[config.mk]
export PLATFORM = sky130hd
export DESIGN_NAME = apb_fsm_controller_flat
export DESIGN_NICKNAME = d
export VERILOG_FILES = /design/src/rtl/apb_fsm_controller_if.sv /design/src/rtl/apb_fsm_controller.sv /design/src/flat_wrapper.sv
export SDC_FILE = /design/constraint.sdc
export NUM_CORES = 1
export LEC_CHECK = 0
export ABC_AREA = 1
export CAP_MARGIN = 20
export CORE_UTILIZATION = 37
export CTS_BUF_LIST = sky130_fd_sc_hd__clkbuf_4 sky130_fd_sc_hd__clkbuf_8 sky130_fd_sc_hd__clkbuf_16
export DETAILED_ROUTE_END_ITERATION = 7
export GPL_TIMING_DRIVEN = 0
export PLACE_DENSITY = 0.76
export SYNTH_ARGS = -nofsm -noshare
export SYNTH_HDL_FRONTEND = slang
export SYNTH_SLANG_ARGS = --single-unit
export TNS_END_PERCENT = 1
[constraint.sdc]
create_clock -name Hclk -period 1.19 [get_ports Hclk]
set_input_delay 0.238 -clock Hclk [delete_from_list [all_inputs] [get_ports Hclk]]
set_output_delay 0.238 -clock Hclk [all_outputs]
set_load 0.02 [all_outputs]
[src/rtl/apb_fsm_controller_if.sv]
`default_nettype none
// ============================================================================
//  Module      : apb_fsm_controller_if
//  Description : Bus bundle between the AHB slave interface, the APB
//                sequencing controller and the APB peripherals.
//                AHB side : valid, Hwrite, Haddr, Hwdata, tempselx, Hreadyout
//                APB side : Pselx, Penable, Pwrite, Paddr, Pwdata
//                modport slave  - the controller (drives Hreadyout and APB)
//                modport master - the requester / environment
//  Revision    : 1.0 - initial release
// ============================================================================
interface apb_fsm_controller_if #(
    parameter int ADDR_WIDTH = 32,
    parameter int DATA_WIDTH = 32
);
    logic                  valid;
    logic                  Hwrite;
    logic [ADDR_WIDTH-1:0] Haddr;
    logic [DATA_WIDTH-1:0] Hwdata;
    logic [2:0]            tempselx;
    logic                  Hreadyout;
    logic [2:0]            Pselx;
    logic                  Penable;
    logic                  Pwrite;
    logic [ADDR_WIDTH-1:0] Paddr;
    logic [DATA_WIDTH-1:0] Pwdata;

    modport slave (
        input  valid, Hwrite, Haddr, Hwdata, tempselx,
        output Hreadyout, Pselx, Penable, Pwrite, Paddr, Pwdata
    );

    modport master (
        output valid, Hwrite, Haddr, Hwdata, tempselx,
        input  Hreadyout, Pselx, Penable, Pwrite, Paddr, Pwdata
    );
endinterface
`default_nettype wire

[src/rtl/apb_fsm_controller.sv]
`default_nettype none
// ============================================================================
//  Module      : apb_fsm_controller
//  Description : Runs each qualified AHB request as an APB SETUP + ENABLE
//                pair, one transfer at a time, stalling the AHB master via
//                Hreadyout. Writes insert one wait cycle so that Hwdata (AHB
//                data phase) can be captured before the APB SETUP phase.
//  Ports       : Hclk    - bridge clock, rising edge
//                Hresetn - asynchronous active-low reset
//                bus     - apb_fsm_controller_if.slave (AHB request in,
//                          Hreadyout and APB signals out)
//  Revision    : 1.0 - initial release
// ============================================================================
module apb_fsm_controller #(
    parameter int ADDR_WIDTH = 32,
    parameter int DATA_WIDTH = 32
) (
    input  wire logic              Hclk,
    input  wire logic              Hresetn,
    apb_fsm_controller_if.slave    bus
);

    typedef enum logic [2:0] {
        ST_IDLE    = 3'd0,
        ST_READ    = 3'd1,
        ST_RENABLE = 3'd2,
        ST_WWAIT   = 3'd3,
        ST_WRITE   = 3'd4,
        ST_WENABLE = 3'd5
    } state_t;

    state_t                r_state;
    state_t                w_state_next;
    logic                  w_accept;

    logic [ADDR_WIDTH-1:0] r_addr;
    logic [DATA_WIDTH-1:0] r_wdata;
    logic [2:0]            r_sel;
    logic                  r_wr;

    // ------------------------------------------------------------------
    // State register
    // ------------------------------------------------------------------
    always_ff @(posedge Hclk or negedge Hresetn) begin
        if (!Hresetn) begin
            r_state <= ST_IDLE;
        end else begin
            r_state <= w_state_next;
        end
    end

    // ------------------------------------------------------------------
    // Capture registers. Address/select/direction are taken only on an
    // accept and then held for the whole transfer, independent of whatever
    // the AHB master puts on the address bus while it is stalled. Write
    // data arrives one cycle later (AHB data phase), hence the WWAIT load.
    // ------------------------------------------------------------------
    always_ff @(posedge Hclk or negedge Hresetn) begin
        if (!Hresetn) begin
            r_addr  <= '0;
            r_wdata <= '0;
            r_sel   <= 3'b000;
            r_wr    <= 1'b0;
        end else begin
            if (w_accept) begin
                r_addr <= bus.Haddr;
                r_sel  <= bus.tempselx;
                r_wr   <= bus.Hwrite;
            end
            if (r_state == ST_WWAIT) begin
                r_wdata <= bus.Hwdata;
            end
        end
    end

    // ------------------------------------------------------------------
    // Next state and outputs. Outputs depend only on the state and capture
    // registers, so there is no combinational path from the AHB inputs to
    // the APB side or to Hreadyout.
    // ------------------------------------------------------------------
    always_comb begin
        w_state_next  = r_state;
        w_accept      = 1'b0;
        bus.Hreadyout = 1'b0;
        bus.Pselx     = 3'b000;
        bus.Penable   = 1'b0;
        bus.Pwrite    = 1'b0;
        bus.Paddr     = r_addr;
        bus.Pwdata    = r_wdata;

        unique case (r_state)
            // The three ready states share the same accept/dispatch logic;
            // this is what gives back-to-back transfers without an IDLE gap.
            ST_IDLE, ST_RENABLE, ST_WENABLE: begin
                bus.Hreadyout = 1'b1;
                w_accept      = bus.valid;
                if (bus.valid) begin
                    w_state_next = bus.Hwrite ? ST_WWAIT : ST_READ;
                end else begin
                    w_state_next = ST_IDLE;
                end
                if (r_state != ST_IDLE) begin
                    bus.Pselx   = r_sel;
                    bus.Penable = 1'b1;
                    bus.Pwrite  = (r_state == ST_WENABLE) && r_wr;
                end
            end
            ST_READ: begin
                bus.Pselx    = r_sel;
                w_state_next = ST_RENABLE;
            end
            ST_WWAIT: begin
                w_state_next = ST_WRITE;
            end
            ST_WRITE: begin
                bus.Pselx    = r_sel;
                bus.Pwrite   = r_wr;
                w_state_next = ST_WENABLE;
            end
            default: begin
                w_state_next = ST_IDLE;
            end
        endcase
    end

endmodule
`default_nettype wire

[src/flat_wrapper.sv]
// flat-port wrapper written by rule: the top's interface ports become plain ports
module apb_fsm_controller_flat 
#(
    parameter int ADDR_WIDTH = 32,
    parameter int DATA_WIDTH = 32
)
  (Hclk, Hresetn, bus_valid, bus_Hwrite, bus_Haddr, bus_Hwdata, bus_tempselx, bus_Hreadyout, bus_Pselx, bus_Penable, bus_Pwrite, bus_Paddr, bus_Pwdata);
  apb_fsm_controller_if #(.ADDR_WIDTH(ADDR_WIDTH), .DATA_WIDTH(DATA_WIDTH)) bus_i ();
  input  wire logic Hclk;
  input  wire logic Hresetn;
  input wire logic [$bits(bus_i.valid)-1:0] bus_valid;
  input wire logic [$bits(bus_i.Hwrite)-1:0] bus_Hwrite;
  input wire logic [$bits(bus_i.Haddr)-1:0] bus_Haddr;
  input wire logic [$bits(bus_i.Hwdata)-1:0] bus_Hwdata;
  input wire logic [$bits(bus_i.tempselx)-1:0] bus_tempselx;
  output wire logic [$bits(bus_i.Hreadyout)-1:0] bus_Hreadyout;
  output wire logic [$bits(bus_i.Pselx)-1:0] bus_Pselx;
  output wire logic [$bits(bus_i.Penable)-1:0] bus_Penable;
  output wire logic [$bits(bus_i.Pwrite)-1:0] bus_Pwrite;
  output wire logic [$bits(bus_i.Paddr)-1:0] bus_Paddr;
  output wire logic [$bits(bus_i.Pwdata)-1:0] bus_Pwdata;
  assign bus_i.valid = bus_valid;
  assign bus_i.Hwrite = bus_Hwrite;
  assign bus_i.Haddr = bus_Haddr;
  assign bus_i.Hwdata = bus_Hwdata;
  assign bus_i.tempselx = bus_tempselx;
  assign bus_Hreadyout = bus_i.Hreadyout;
  assign bus_Pselx = bus_i.Pselx;
  assign bus_Penable = bus_i.Penable;
  assign bus_Pwrite = bus_i.Pwrite;
  assign bus_Paddr = bus_i.Paddr;
  assign bus_Pwdata = bus_i.Pwdata;
  apb_fsm_controller #(.ADDR_WIDTH(ADDR_WIDTH), .DATA_WIDTH(DATA_WIDTH)) u_core (.Hclk(Hclk), .Hresetn(Hresetn), .bus(bus_i));
endmodule
==> flow_summary.json, run 1 <==
{
  "worst_ep_arrival_time_ns": 1.41,
  "finalCriticalPeriod_ns": 1.65,
  "dp_cells": 569,
  "die_x_um": 92.4,
  "grt_max_degree": 72,
  "cp-start-kind": "flip-flop",
  "max_cap_violations": 0,
  "final_util": 0.586,
  "first_iter_violations": 53,
  "htreeDepth": 3,
  "dpl_worst_slack_ns": -0.709,
  "grt.total_usage": 0.183,
  "syn-num-nets": 399,
  "layout-drive-gt1-share": 0.273,
  "ys_seq_area_frac": 0.588,
  "crit_family": "flip-flops",
  "num_rows": 32,
  "cp_common_cell": "nand2_4",
  "synth_cell_types": 13,
  "max_freq_ghz": 0.607,
  "powerDensity_mw_per_mm2": 2830,
  "syn2layout_area_growth_pct": 51.5,
  "core_area_sq_mm": 0.00781,
  "cp_slowest_cell": "dfrtp_1",
  "netlist_area_sq_mm": 0.00302,
  "timing.final.crit_share": 1.39,
  "cts_buffers": 9,
  "slowest_delay_ns": 0.43,
  "clk_path_buf_depth": 2,
  "crit_type": "reg -> out",
  "relSlewSlack": 0.415,
  "hp-class": "in -> async",
  "io_pins": 141,
  "multi_input_area_sq_um": 980,
  "num_vias": 2719,
  "tightest_slew_ns": 0.878,
  "status": "finished with violations",
  "ys_warn_count": 0,
  "crit_chain": "inv_2, nand2_4, nand2_4, buf_8, nand2_8, o21ai_4, buf_6",
  "syn_inst": 328,
  "dieArea_sq_mm": 0.00853,
  "violations": "negative setup slack",
  "fin_ws_ns": -0.459,
  "dr.pass1.iters": 4,
  "cts.sinks": 71,
  "place_congestion": 0.719,
  "detail_route.wl_per_cell_um": 12.6,
  "skew_ns": 0.00778,
  "cts_root_buf": "clkbuf_8",
  "rsz0062_at_grt": "yes",
  "p_leak_nw": 2.44,
  "cp-end-kind": "primary output",
  "cp.depth": 7,
  "ir_drop_v": 0.00130,
  "grt_pass1_vias": 2717,
  "nNetsFinal": 556,
  "antenna_found_initial": 0,
  "final_hold_viol_count": 0,
  "globalRoute.totalOverflow": 0,
  "antenna_cells": 0,
  "viasPerCell": 4.62,
  "wl_mm": 7.44,
  "grt_pass1_wl_mm": 12.4,
  "ys_ff_latch": 71,
  "hpwl_mm": 5.34,
  "stdcell_count": 589,
  "syn_avg_cell_area_sq_um": 9.21,
  "setup_viol": 54,
  "place.port_buffers": 139,
  "ant_nets": 0,
  "clkLatencyLatePin_ns": 0.33,
  "required_ns": 0.95,
  "worstPathMaxFanout": 4,
  "power_mw": 13.0,
  "path_clk_slew_ns": 0.07,
  "cts_tree": "yes",
  "initial_core_util": 0.387,
  "path_buf_inv": 3,
  "hold_buffers": 0,
  "slew_viol_final": 0,
  "ff_latch_area_sq_mm": 0.00178,
  "fillCellCount": 723,
  "dieHeight_um": 92.4,
  "drc": 0,
  "ff2ff_path_depth": 9
}
==> layout make-up <==
type                            instances  area share
Clock inverter                          1     0.00656
Multi-Input combinational cell        197       0.214
Timing Repair Buffer                  146       0.247
Buffer                                 22      0.0481
Inverter                               38      0.0328
Tap cell                              102      0.0279
Sequential cell                        71       0.389
Clock buffer                           12      0.0347
==> cells in the mapped netlist (all sizes together) <==
master  instances  area, sq um
nand3           3         27.5
nand2         121          462
nor2            2         7.51
nand4          36          225
buf            22          205
o21ai          35          175
inv            38          143
dfrtp          71         1780
==> through the flow <==
stage                     instance area (sq um)  hold slack, ns  setup TNS (ns)
after floorplan                            3080         -0.0576          -0.297
after global placement                     4600           0.453         -180.31
after detailed placement                   4600           0.416           -3.74
after CTS                                  4520          0.0518           -4.63
after global routing                       4580          0.0988          -13.27
final                                      4580          0.0250           -8.38
==> cells by family (layout without fill, tap and decap cells) <==
| logic type | after synthesis | count (layout) | share of synthesized area |
|---|---|---|---|
| compound gates | 35 | 35 | 0.0580 |
| buf+inv | 60 | 219 | 0.115 |
| flops | 71 | 71 | 0.588 |
| simple gates | 162 | 162 | 0.239 |
==> state kept, by name, indices dropped and copies added (netlist names) <==
name	count
u_core.bus.Paddr	32
u_core.bus.Pwdata	32
u_core.r_state	3
u_core.r_wr	1
u_core.r_sel	3
==> where the power goes <==
| part | total [mW] | switching (mW) | leakage (nW) | internal (mW) |
|---|---|---|---|---|
| combinational | 6.84 | 4.10 | 1.47 | 2.74 |
| clock | 1.86 | 0.788 | 0.0978 | 1.07 |
| sequential | 4.26 | 0.655 | 0.873 | 3.60 |
==> placed cells by master, fill, tap and decap left out <==
cell               n
buf_2             69
buf_4             10
buf_6             17
buf_8              4
bufinv_16          1
clkbuf_4           1
clkbuf_8          11
clkdlybuf4s50_1   68
dfrtp_1           69
dfrtp_2            2
inv_1             33
inv_2              4
inv_8              1
nand2_1          113
nand2_2            4
nand2_4            3
nand2_8            1
nand3_1            2
nand3_4            1
nand4_1           36
nor2_1             1
nor2_4             1
o21ai_1           32
o21ai_4            3
==> worst paths after layout <==
path	startpoint	end	slack, ns
min reg2reg	u_core.bus.Paddr[12]	u_core.bus.Paddr[12]	0.47
max	u_core.r_state[1]	bus_Pselx[1]	-0.46
max in group asynchronous	Hresetn	u_core.r_state[0]	0.53
min	Hresetn	u_core.bus.Pwdata[5]	0.02
max reg2reg	u_core.r_state[1]	u_core.bus.Paddr[24]	-0.19
min in group Hclk	bus_valid	u_core.bus.Paddr[0]	0.27
==> per-layer routing <==
| layer | vias up | wire (um) | global-route usage |
|---|---|---|---|
| met4 | 0 | 71 | 0.0560 |
| li1 | 1361 | - | - |
| met1 | 1263 | 3240 | 0.220 |
| met2 | 88 | 3590 | 0.316 |
| met5 | - | 0 | 0 |
| met3 | 7 | 540 | 0.0534 |
==> timing repair <==
item / CTS / global route
setup buffers: 3 / 4
setup endpoints to repair: 92 / 70
pin swaps: 1 / 6
gates resized for setup: 302 / 7
No activity file was read; power rests on OpenSTA's default activity.
==> inputs of run 2 (changes only) <==
--- a/config.mk
+++ b/config.mk
@@ -12,6 +12,7 @@
 export DETAILED_ROUTE_END_ITERATION = 7
 export GPL_TIMING_DRIVEN = 0
 export PLACE_DENSITY = 0.76
+export SKIP_LAST_GASP = 1
 export SYNTH_ARGS = -nofsm -noshare
 export SYNTH_HDL_FRONTEND = slang
 export SYNTH_SLANG_ARGS = --single-unit
==> flow_summary.json, run 2 (synthesis results as in run 1) <==
{
  "status": "finished with violations",
  "violations": "negative setup slack",
  "dr.pass1.iters": 4,
  "crit_type": "reg -> out",
  "grt_pass1_wl_mm": 12.4,
  "timing.final.crit_share": 1.39,
  "worst_ep_arrival_time_ns": 1.41,
  "ant_nets": 0,
  "cts.sinks": 71,
  "dpl_worst_slack_ns": -0.709,
  "clk_path_buf_depth": 2,
  "drc": 0,
  "syn2layout_area_growth_pct": 59.9,
  "hpwl_mm": 5.34,
  "path_clk_slew_ns": 0.07,
  "ir_drop_v": 0.00138,
  "num_vias": 2708,
  "stdcell_count": 586,
  "dp_cells": 569,
  "final_hold_viol_count": 0,
  "slew_viol_final": 0,
  "r2r-start": "u_core.r_state[0]",
  "num_rows": 32,
  "rsz0062_at_grt": "yes",
  "max_freq_ghz": 0.606,
  "grt_max_degree": 72,
  "grt.total_usage": 0.183,
  "io_pins": 141,
  "power_frac_comb": 0.555,
  "nNetsFinal": 553,
  "viasPerCell": 4.62,
  "globalRoute.totalOverflow": 0,
  "seq_power_share": 0.310,
  "layout-drive-gt1-share": 0.130,
  "place.port_buffers": 139,
  "cts_tree": "yes",
  "antenna_found_initial": 0,
  "clkLatencyLatePin_ns": 0.33,
  "cp-end-kind": "primary output",
  "skew_ns": 0.00821,
  "p_leak_nw": 2.37,
  "fin_ws_ns": -0.460,
  "cp-start-kind": "flip-flop",
  "initial_core_util": 0.387,
  "die_x_um": 92.4,
  "relSlewSlack": 0.415,
  "setup_viol": 107,
  "fillCellCount": 691,
  "finalCriticalPeriod_ns": 1.65,
  "most-common-layout-cells": "clkdlybuf4s50_1 (132), nand2_1 (114), dfrtp_1 (70)",
  "place_congestion": 0.719,
  "cts_root_buf": "clkbuf_8",
  "dieHeight_um": 92.4,
  "ff_latch_area_sq_mm": 0.00178,
  "p_clk_frac": 0.135,
  "core_area_sq_mm": 0.00781,
  "detail_route.wl_per_cell_um": 12.6,
  "htreeDepth": 3,
  "max_cap_violations": 0,
  "internal-power_mw": 8.27,
  "switching_share": 0.399,
  "cts_buffers": 9,
  "worstPathMaxFanout": 5,
  "final_common_cell": "clkdlybuf4s50_1",
  "grt_pass1_vias": 2704,
  "dieArea_sq_mm": 0.00853,
  "tightest_slew_ns": 0.878,
  "crit_start": "u_core.r_state[0]",
  "multi_input_area_sq_um": 957,
  "antenna_cells": 0,
  "wl_mm": 7.36,
  "first_iter_violations": 55,
  "hp-class": "in -> async",
  "required_ns": 0.95,
  "netSwitchingPower_mw": 5.48,
  "powerDensity_mw_per_mm2": 2840,
  "hold_buffers": 0
}
-- run 2: cell types whose count changed in the layout (fill, tap and decap cells not counted), moves of 2 or more --
cell / delta
buf_2: -63
clkdlybuf4s50_1: +64
buf_8: -2
buf_4: -2
nand2_4: -3
nand2_2: +2
-- run 2: area by class of cell --
| cell class | instances | area share |
|---|---|---|
| Sequential cell | 71 | 0.368 |
| Timing Repair Buffer | 143 | 0.293 |
| Multi-Input combinational cell | 197 | 0.198 |
| Buffer | 22 | 0.0440 |
| Clock buffer | 12 | 0.0329 |
| Inverter | 38 | 0.0311 |
| Tap cell | 102 | 0.0264 |
| Clock inverter | 1 | 0.00621 |
-- run 2: through the flow --
stage / TNS (ns) / instance area (sq um) / total power [mW] / utilization / hold slack, ns
2_1_floorplan: -0.297 / 3080 / 8.47 / - / -0.0576
3_3_place_gp: -180.31 / 4600 / 11.7 / 0.589 / 0.453
3_5_place_dp: -3.74 / 4600 / 11.8 / 0.589 / 0.416
4_1_cts: -28.32 / 4820 / 13.9 / 0.618 / 0.0518
5_1_grt: -34.33 / 4830 / 14.7 / 0.619 / 0.0982
6_report: -26.57 / 4830 / 13.7 / 0.619 / 0.0274
-- run 2: per-layer routing --
metal	vias to the layer above	track usage	part of all wire
li1	1354	-	-
met1	1258	0.221	0.44
met2	89	0.313	0.48
met3	7	0.0534	0.071
met4	0	0.0560	0.0084
met5	-	0	0
-- run 2: repair_timing --
item,CTS,global route
buffers inserted,3,1
setup endpoints to repair,92,135
resized for setup,36,1
hold endpoints to repair,0,0
pin swaps,1,0
-- run 2: path summary, 6_finish.rpt --
kind | end | slack (ns) | cells after the start
max | bus_Pselx[2] | -0.46 | 6
min | u_core.bus.Pwdata[5] | 0.03 | 1
max reg2reg | u_core.bus.Paddr[1] | -0.11 | 7
min reg2reg | u_core.bus.Paddr[12] | 0.47 | 2
max in group asynchronous | u_core.r_state[0] | 0.53 | 1
min in group Hclk | u_core.bus.Paddr[0] | 0.27 | 3
-- run 2: worst max-delay path, cell delays in order, from the launching register on --
cell	delay (ns)
dfrtp_2	0.45
nor2_2	0.15
nand2_2	0.09
nand2_2	0.10
nand2_1	0.10
o21ai_4	0.07
buf_6	0.13
-- run 2: power groups by stage --
stage	registers (mW)	clock network, mW	logic (mW)
after floorplan	5.54	0	2.93
after global placement	4.23	0	7.42
after detailed placement	4.27	0	7.56
after CTS	4.26	1.93	7.72
after global routing	4.40	2.03	8.29
final	4.26	1.86	7.62
==> inputs of run 3 (changes only) <==
--- a/config.mk
+++ b/config.mk
@@ -7,11 +7,11 @@
 export LEC_CHECK = 0
 export ABC_AREA = 1
 export CAP_MARGIN = 20
-export CORE_UTILIZATION = 37
+export CORE_UTILIZATION = 44
 export CTS_BUF_LIST = sky130_fd_sc_hd__clkbuf_4 sky130_fd_sc_hd__clkbuf_8 sky130_fd_sc_hd__clkbuf_16
 export DETAILED_ROUTE_END_ITERATION = 7
 export GPL_TIMING_DRIVEN = 0
-export PLACE_DENSITY = 0.76
+export PLACE_DENSITY = 0.85
 export SKIP_LAST_GASP = 1
 export SYNTH_ARGS = -nofsm -noshare
 export SYNTH_HDL_FRONTEND = slang
==> constraint.sdc (replaced) <==
create_clock -name Hclk -period 2 [get_ports Hclk]
set_input_delay 0.4 -clock Hclk [delete_from_list [all_inputs] [get_ports Hclk]]
set_output_delay 0.4 -clock Hclk [all_outputs]
set_load 0.02 [all_outputs]
==> flow_summary.json, run 3 (synthesis results as in run 1) <==
{
  "ff2ff_path_depth": 7,
  "cp-start-kind": "flip-flop",
  "max_freq_ghz": 0.492,
  "syn2layout_area_growth_pct": 55.0,
  "seq_power_share": 0.322,
  "most-common-layout-cells": "clkdlybuf4s50_1 (133), nand2_1 (118), dfrtp_1 (71)",
  "first_iter_violations": 154,
  "fin_ws_ns": -0.0323,
  "worst_ep_arrival_time_ns": 1.63,
  "wl_mm": 7.44,
  "grt_max_degree": 72,
  "r2r_end": "u_core.bus.Paddr[16]",
  "netSwitchingPower_mw": 3.18,
  "r2r-start": "u_core.r_state[1]",
  "rsz0062_at_grt": "yes",
  "status": "finished with violations",
  "power_frac_comb": 0.534,
  "dpl_worst_slack_ns": -0.0864,
  "hold_buffers": 0,
  "num_vias": 2736,
  "ant_nets": 0,
  "detail_route.wl_per_cell_um": 13.3,
  "fillCellCount": 528,
  "globalRoute.totalOverflow": 0,
  "holdWs_ns": 0.178,
  "layout-drive-gt1-share": 0.108,
  "dieArea_sq_mm": 0.00720,
  "antenna_found_initial": 0,
  "cp_slowest_cell": "clkdlybuf4s50_1",
  "crit_family": "buffers and inverters",
  "cp-end-kind": "primary output",
  "required_ns": 1.60,
  "p_clk_frac": 0.143,
  "top_layer_used": "met4",
  "hpwl_mm": 5.46,
  "initial_core_util": 0.465,
  "grt_pass1_vias": 2690,
  "skew_ns": 0.00901,
  "dieHeight_um": 84.9,
  "postPlaceCellArea_sq_mm": 0.00451,
  "hp-class": "in -> async",
  "slowest_delay_ns": 0.63,
  "violations": "design-rule violations, negative setup slack",
  "slew_viol_final": 0,
  "post-cts-setup-buffers": 0,
  "cts_tree": "yes",
  "cts_resized": 14,
  "stdcell_area_sq_mm": 0.00468,
  "regToRegSetupSlack_ns": 0.75,
  "switching_share": 0.403,
  "place.port_buffers": 139,
  "cts_root_buf": "clkbuf_8",
  "num_rows": 29,
  "grt_pass1_wl_mm": 12.5,
  "final_common_cell": "clkdlybuf4s50_1",
  "crit_type": "reg -> out",
  "path_buf_inv": 2,
  "setup_viol": 1,
  "timing.final.crit_share": 1.02,
  "p_leak_nw": 2.33,
  "final_util": 0.721,
  "final_hold_viol_count": 0,
  "drc": 11,
  "crit_chain": "inv_1, nand2_1, nor2_1, clkdlybuf4s50_1",
  "antenna_cells": 0,
  "worstPathMaxFanout": 3,
  "htreeDepth": 3,
  "route.met2.wl_mm": 3.60,
  "finalCriticalPeriod_ns": 2.03,
  "wl_met1_mm": 3.13,
  "relSlewSlack": 0.429,
  "dr.pass1.iters": 8,
  "place_congestion": 0.724,
  "cts_buffers": 9,
  "tightest_slew_ns": 0.857,
  "clk_path_buf_depth": 2,
  "max_cap_violations": 0,
  "met3_length_um": 610,
  "viasPerCell": 4.89,
  "nNetsFinal": 549,
  "ir_drop_v": 0.000831,
  "io_pins": 141,
  "path_clk_slew_ns": 0.07,
  "clkLatencyLatePin_ns": 0.33,
  "cts.sinks": 71,
  "internal-power_mw": 4.70,
  "grt.total_usage": 0.220,
  "powerDensity_mw_per_mm2": 1680,
  "die_x_um": 84.9,
  "core_area_sq_mm": 0.00649
}
[run 3: layout make-up]
| type | instances | area (sq um) | area share |
|---|---|---|---|
| sequential | 71 | 1780 | 0.379 |
| timing repair buffer | 139 | 1360 | 0.291 |
| multi-input combinational | 197 | 897 | 0.192 |
| buffer | 22 | 209 | 0.0446 |
| clock buffer | 12 | 153 | 0.0326 |
| inverter | 38 | 143 | 0.0305 |
| tap | 77 | 96.3 | 0.0206 |
| clock inverter | 4 | 45.0 | 0.00962 |
[run 3: metal layers]
layer | track usage | up-vias
met5 | 0 | -
met4 | 0.0740 | 0
met3 | 0.0623 | 9
met2 | 0.373 | 95
met1 | 0.273 | 1286
li1 | - | 1346
[run 3: worst max-delay path by stage]
stage	to	from	cells after the start
4_1_cts	bus_Pselx[0]	u_core.r_state[1]	7
2_1_floorplan	bus_Pselx[0]	u_core.r_state[1]	6
5_1_grt	bus_Pwrite	u_core.r_state[1]	4
3_5_place_dp	bus_Pselx[1]	u_core.r_state[1]	7
3_3_place_gp	u_core.bus.Paddr[17]	Hresetn	1
6_report	bus_Pwrite	u_core.r_state[1]	4
[run 3: through the flow]
step / TNS, ns / power [mW] / cells
global route: -0.451 / 8.42 / 560
floorplan: 0 / 4.87 / 328
global placement: -127.09 / 6.74 / 544
CTS: -0.354 / 7.97 / 560
finish: -0.0323 / 7.88 / 560
detailed placement: -0.293 / 6.87 / 544
[run 3: power groups by stage]
stage	sequential [mW]	clock [mW]	combinational (mW)
4_1_cts	2.54	1.15	4.28
6_report	2.54	1.13	4.21
3_5_place_dp	2.55	0	4.32
3_3_place_gp	2.53	0	4.22
2_1_floorplan	3.30	0	1.57
5_1_grt	2.62	1.22	4.57
==> edit 1: new RTL, settings of run 2 <==
Make the reset (`Hresetn`) synchronous in 2 clocked blocks. Comments in the files are not updated.
--- a/src/rtl/apb_fsm_controller.sv
+++ b/src/rtl/apb_fsm_controller.sv
@@ -41,7 +41,7 @@
     // ------------------------------------------------------------------
     // State register
     // ------------------------------------------------------------------
-    always_ff @(posedge Hclk or negedge Hresetn) begin
+    always_ff @(posedge Hclk) begin
         if (!Hresetn) begin
             r_state <= ST_IDLE;
         end else begin
@@ -55,7 +55,7 @@
     // the AHB master puts on the address bus while it is stalled. Write
     // data arrives one cycle later (AHB data phase), hence the WWAIT load.
     // ------------------------------------------------------------------
-    always_ff @(posedge Hclk or negedge Hresetn) begin
+    always_ff @(posedge Hclk) begin
         if (!Hresetn) begin
             r_addr  <= '0;
             r_wdata <= '0;
Check against the original RTL: differs if Hresetn is asserted again (counterexample within 4 cycles, from zero or initial values and one cycle with Hresetn low); with Hresetn held inactive, the same outputs for 10 cycles.
==> edit 1 against run 2 <==
The flow still finishes with violations (negative setup slack). Sequential share of layout area is 5.7 points lower. Area after synthesis is 8.7% lower. Sequential cell count stayed put. Wire length is 3.4% higher. Worst setup slack worse by 0.00083 ns. Final area is 4.9% lower. Critical path depth stayed put.
Power is not compared: it rests on default switching activity, and its combinational part moved more than twofold at a synthesized area within 25%.
==> edit 1: results (changes against run 2) <==
status complete, but fails checks; failing checks negative setup slack; Final Setup Violations 130 (+21%); Avg WL per Cell 11.7 um (-6.5%); Synth cell types 16 (+3); most frequent cells after synthesis 137 x nor2_1, 78 x nand2_1, 71 x dfxtp_1; R2R setup slack -0.18 ns (-0.07 ns); GR Util met2 0.320 (+0.00662); DP HPWL 5.68 mm (+6.4%); met1 Use GR 0.233 (+0.0120); Most used DFF post-synth dfxtp_1; top cells by area, synth dfxtp_1 52%, nor2_1 19%, nand2_1 11%, o21ai_0 5.8%, inv_1 5.2%; met1 wire length 3.26 mm (+0.49%); DP Worst Slack -0.664 ns (+0.0447 ns); pin count of the biggest net entering global routing 13 (-82%); crit-path max FO 4 (-1); number of global-route vias before repair 2,683 (-0.78%); clk buf depth 2 (unchanged); GPL Wtd Cong 0.809 (+12%); Syn Nets 464 (+16%); synthesized area per cell 7.02 um^2 (-24%); Critical Path Max Stage Delay 0.35 ns (-0.10 ns); first-pass GRT wire length 11.9 mm (-3.3%); met3 global-route usage 0.0802 (+0.0269); via density per instance 4.38 (-5.3%); Placed Cells 631 (+11%); Worst Skew 0.00852 ns (+0.000310 ns); WL met2 3.29 mm (-6.8%); R2R cell count 6 (-1); Final WS setup -0.461 ns (-0.000828 ns); Slew HR 0.694 (+0.279); wire length on met3 867 um (+65%); initial drt markers 65 (+18%); Synth async-reset ratio 0 (-1.00); Slowest-stage cell, CP dfxtp_2; GRT Util Overall 0.200 (+0.0173); final wirelength 7.61 mm (+3.4%); fraction of layout cells with a size suffix above 1 0.100 (-0.0300); Nets 615 (+11%); type of the most critical hold path in -> reg; Skew-Pair Late Insertion Delay 0.35 ns (+0.02 ns)
edit 1: final timing paths:
kind	start	end
max reg2reg	u_core.r_state[0]	u_core.bus.Pwdata[3]
min	Hresetn	u_core.bus.Pwdata[27]
min reg2reg	u_core.r_wr	u_core.r_wr
max	u_core.r_state[1]	bus_Pselx[2]
edit 1: timing repair:
item,4_1_cts,5_1_grt
pin swaps,3,0
buffers inserted,1,0
gates resized for setup,29,1
setup endpoints to repair,130,138
endpoints found under the hold margin,0,0
hold buffers,0,0
edit 1: layout make-up:
type	instances	area, um^2
timing repair buffer	140	1390
clock inverter	5	80.1
multi-input combinational	261	1140
buffer	20	115
clock buffer	11	151
fill	647	2620
inverter	41	156
tap	99	124
sequential	71	1430
edit 1: metrics by stage:
| step | power [mW] | util | hold WS [ns] | cell area [um^2] | TNS, ns |
|---|---|---|---|---|---|
| finish | 6.03 | 0.637 | 0.263 | 4590 | -29.03 |
| global placement | 3.86 | 0.602 | 0.449 | 4340 | -13.68 |
| floorplan | 3.27 | - | 0.373 | 2830 | -0.282 |
| detailed placement | 3.89 | 0.602 | 0.451 | 4340 | -14.45 |
| global route | 6.28 | 0.637 | 0.295 | 4590 | -38.35 |
| CTS | 6.08 | 0.636 | 0.243 | 4590 | -31.00 |
edit 1: cells by family (layout without fill, tap and decap cells):
kind of cell           count (synthesis)  count (layout)  synth area share
DFF                                   71              71             0.515
buffers and inverters                 61             217            0.0976
and+or+nand+nor                      221             221             0.314
AOI/OAI and AO/OA                     40              40            0.0726
edit 1: power by group:
part | internal, mW | switching [mW] | total [mW]
Sequential | 2.53 | 0.0780 | 2.60
Combinational | 0.617 | 0.611 | 1.23
Clock | 1.29 | 0.906 | 2.20
Total | 4.43 | 1.59 | 6.03
==> edit 2: new RTL, flow settings as in run 2 <==
Without the edit above. `ADDR_WIDTH` is set to 32 in 3 places; all go to 16.
--- a/src/rtl/apb_fsm_controller_if.sv
+++ b/src/rtl/apb_fsm_controller_if.sv
@@ -10,7 +10,7 @@
 //  Revision    : 1.0 - initial release
 // ============================================================================
 interface apb_fsm_controller_if #(
-    parameter int ADDR_WIDTH = 32,
+    parameter int ADDR_WIDTH = 16,
     parameter int DATA_WIDTH = 32
 );
     logic                  valid;
--- a/src/rtl/apb_fsm_controller.sv
+++ b/src/rtl/apb_fsm_controller.sv
@@ -12,7 +12,7 @@
 //  Revision    : 1.0 - initial release
 // ============================================================================
 module apb_fsm_controller #(
-    parameter int ADDR_WIDTH = 32,
+    parameter int ADDR_WIDTH = 16,
     parameter int DATA_WIDTH = 32
 ) (
     input  wire logic              Hclk,
--- a/src/flat_wrapper.sv
+++ b/src/flat_wrapper.sv
@@ -1,7 +1,7 @@
 // flat-port wrapper written by rule: the top's interface ports become plain ports
 module apb_fsm_controller_flat 
 #(
-    parameter int ADDR_WIDTH = 32,
+    parameter int ADDR_WIDTH = 16,
     parameter int DATA_WIDTH = 32
 )
   (Hclk, Hresetn, bus_valid, bus_Hwrite, bus_Haddr, bus_Hwdata, bus_tempselx, bus_Hreadyout, bus_Pselx, bus_Penable, bus_Pwrite, bus_Paddr, bus_Pwdata);
Interface: changed (resized bus_Haddr and bus_Paddr); port bits go from 141 to 109. The function was not compared with the original's and may differ.
==> edit 2 against run 2 <==
The run still ends with negative setup slack left. Power fell by 25%. Critical path depth decreased by 2. Area after synthesis shrank 20%. Sequential cell count fell by 16. Cell count down 21%. Final area shrank 21%. Worst setup slack better by 0.054 ns. Wire length is 22% lower. Largest power group unchanged.
==> edit 2: results (changes against run 2) <==
top cells by area, synth dfrtp_1 57%, nand2_1 14%, o21ai_2 8.4%, inv_1 5.6%, nand4_1 5.2%; buffer count from post-CTS setup fixing 8 (+5); R2R setup slack -0.31 ns (-0.20 ns); PostCTS Resize Cnt 25 (-31%); Vias 2,112 (-22%); Avg WL per Cell 12.5 um (-0.88%); Min Hold Slack 0.431 ns (+0.404 ns); sequential cells 55 (-23%); number of port buffers 108 (-22%); #MultiIn Comb 149 (-24%); DRT Pass-1 Iters 4 (unchanged); Worst Skew 0.00516 ns (-0.00305 ns); GRT Util Overall 0.173 (-0.00967); multi-input combinational area share 0.205 (+0.00666); GPL Wtd Cong 0.707 (-1.8%); R2R cell count 9 (+2); met1 Use GR 0.205 (-0.0168); first-pass GRT wire length 8.95 mm (-28%); capturing point of the worst reg2reg path u_core.r_state[2]; failing checks negative setup slack; Syn Nets 312 (-22%); CLK BUF 8 (-4); nonclk buf count 135 (-18%); wire length on met3 507 um (-3.2%); DP Worst Slack -0.607 ns (+0.101 ns); H-tree Lvls 2 (-1); Hold-fix buffers, CTS 1 (+1); Ant. Diodes 0 (unchanged); Worst-path clk slew 0.10 ns (+0.03 ns); Final WS setup -0.406 ns (+0.0542 ns); Non-clock buffers, area share 0.342 (+0.00494); Final Setup Violations 106 (-0.93%); Synth cell types 15 (+2); most frequent cells after synthesis 87 x nand2_1, 55 x dfrtp_1, 36 x inv_1; fraction of layout cells with a size suffix above 1 0.195 (+0.0646); initial drt markers 58 (+5.5%); GR Util met2 0.309 (-0.00395); status complete, but fails checks; number of global-route vias before repair 1,983 (-27%); WL met2 2.89 mm (-18%); part of the Yosys area used for sequential elements 0.571 (-0.0169)
## edit 2: cell types whose count changed in the layout (fill, tap and decap cells not counted), moves of 4 or more
cell             delta
o21ai_1            -29
dfrtp_1            -17
clkdlybuf4s50_1    -31
nand4_1            -16
o21ai_2            +23
clkbuf_8            -4
o21ai_0             +9
nand2_1            -30
buf_6               -7
buf_4               +9
## edit 2: power by group
part,switching (mW),internal (mW)
Clock,0.579,0.556
Sequential,0.544,2.79
Combinational,3.09,2.79
## edit 2: stage by stage
step / total power, mW / instances / util / instance area (um^2) / setup TNS (ns)
6_report: 10.3 / 462 / 0.602 / 3800 / -22.62
2_1_floorplan: 6.48 / 257 / - / 2410 / -0.315
3_5_place_dp: 9.08 / 443 / 0.571 / 3600 / -6.11
4_1_cts: 10.3 / 460 / 0.597 / 3770 / -19.93
3_3_place_gp: 8.94 / 442 / 0.568 / 3590 / -106.23
5_1_grt: 11.1 / 462 / 0.602 / 3800 / -30.31
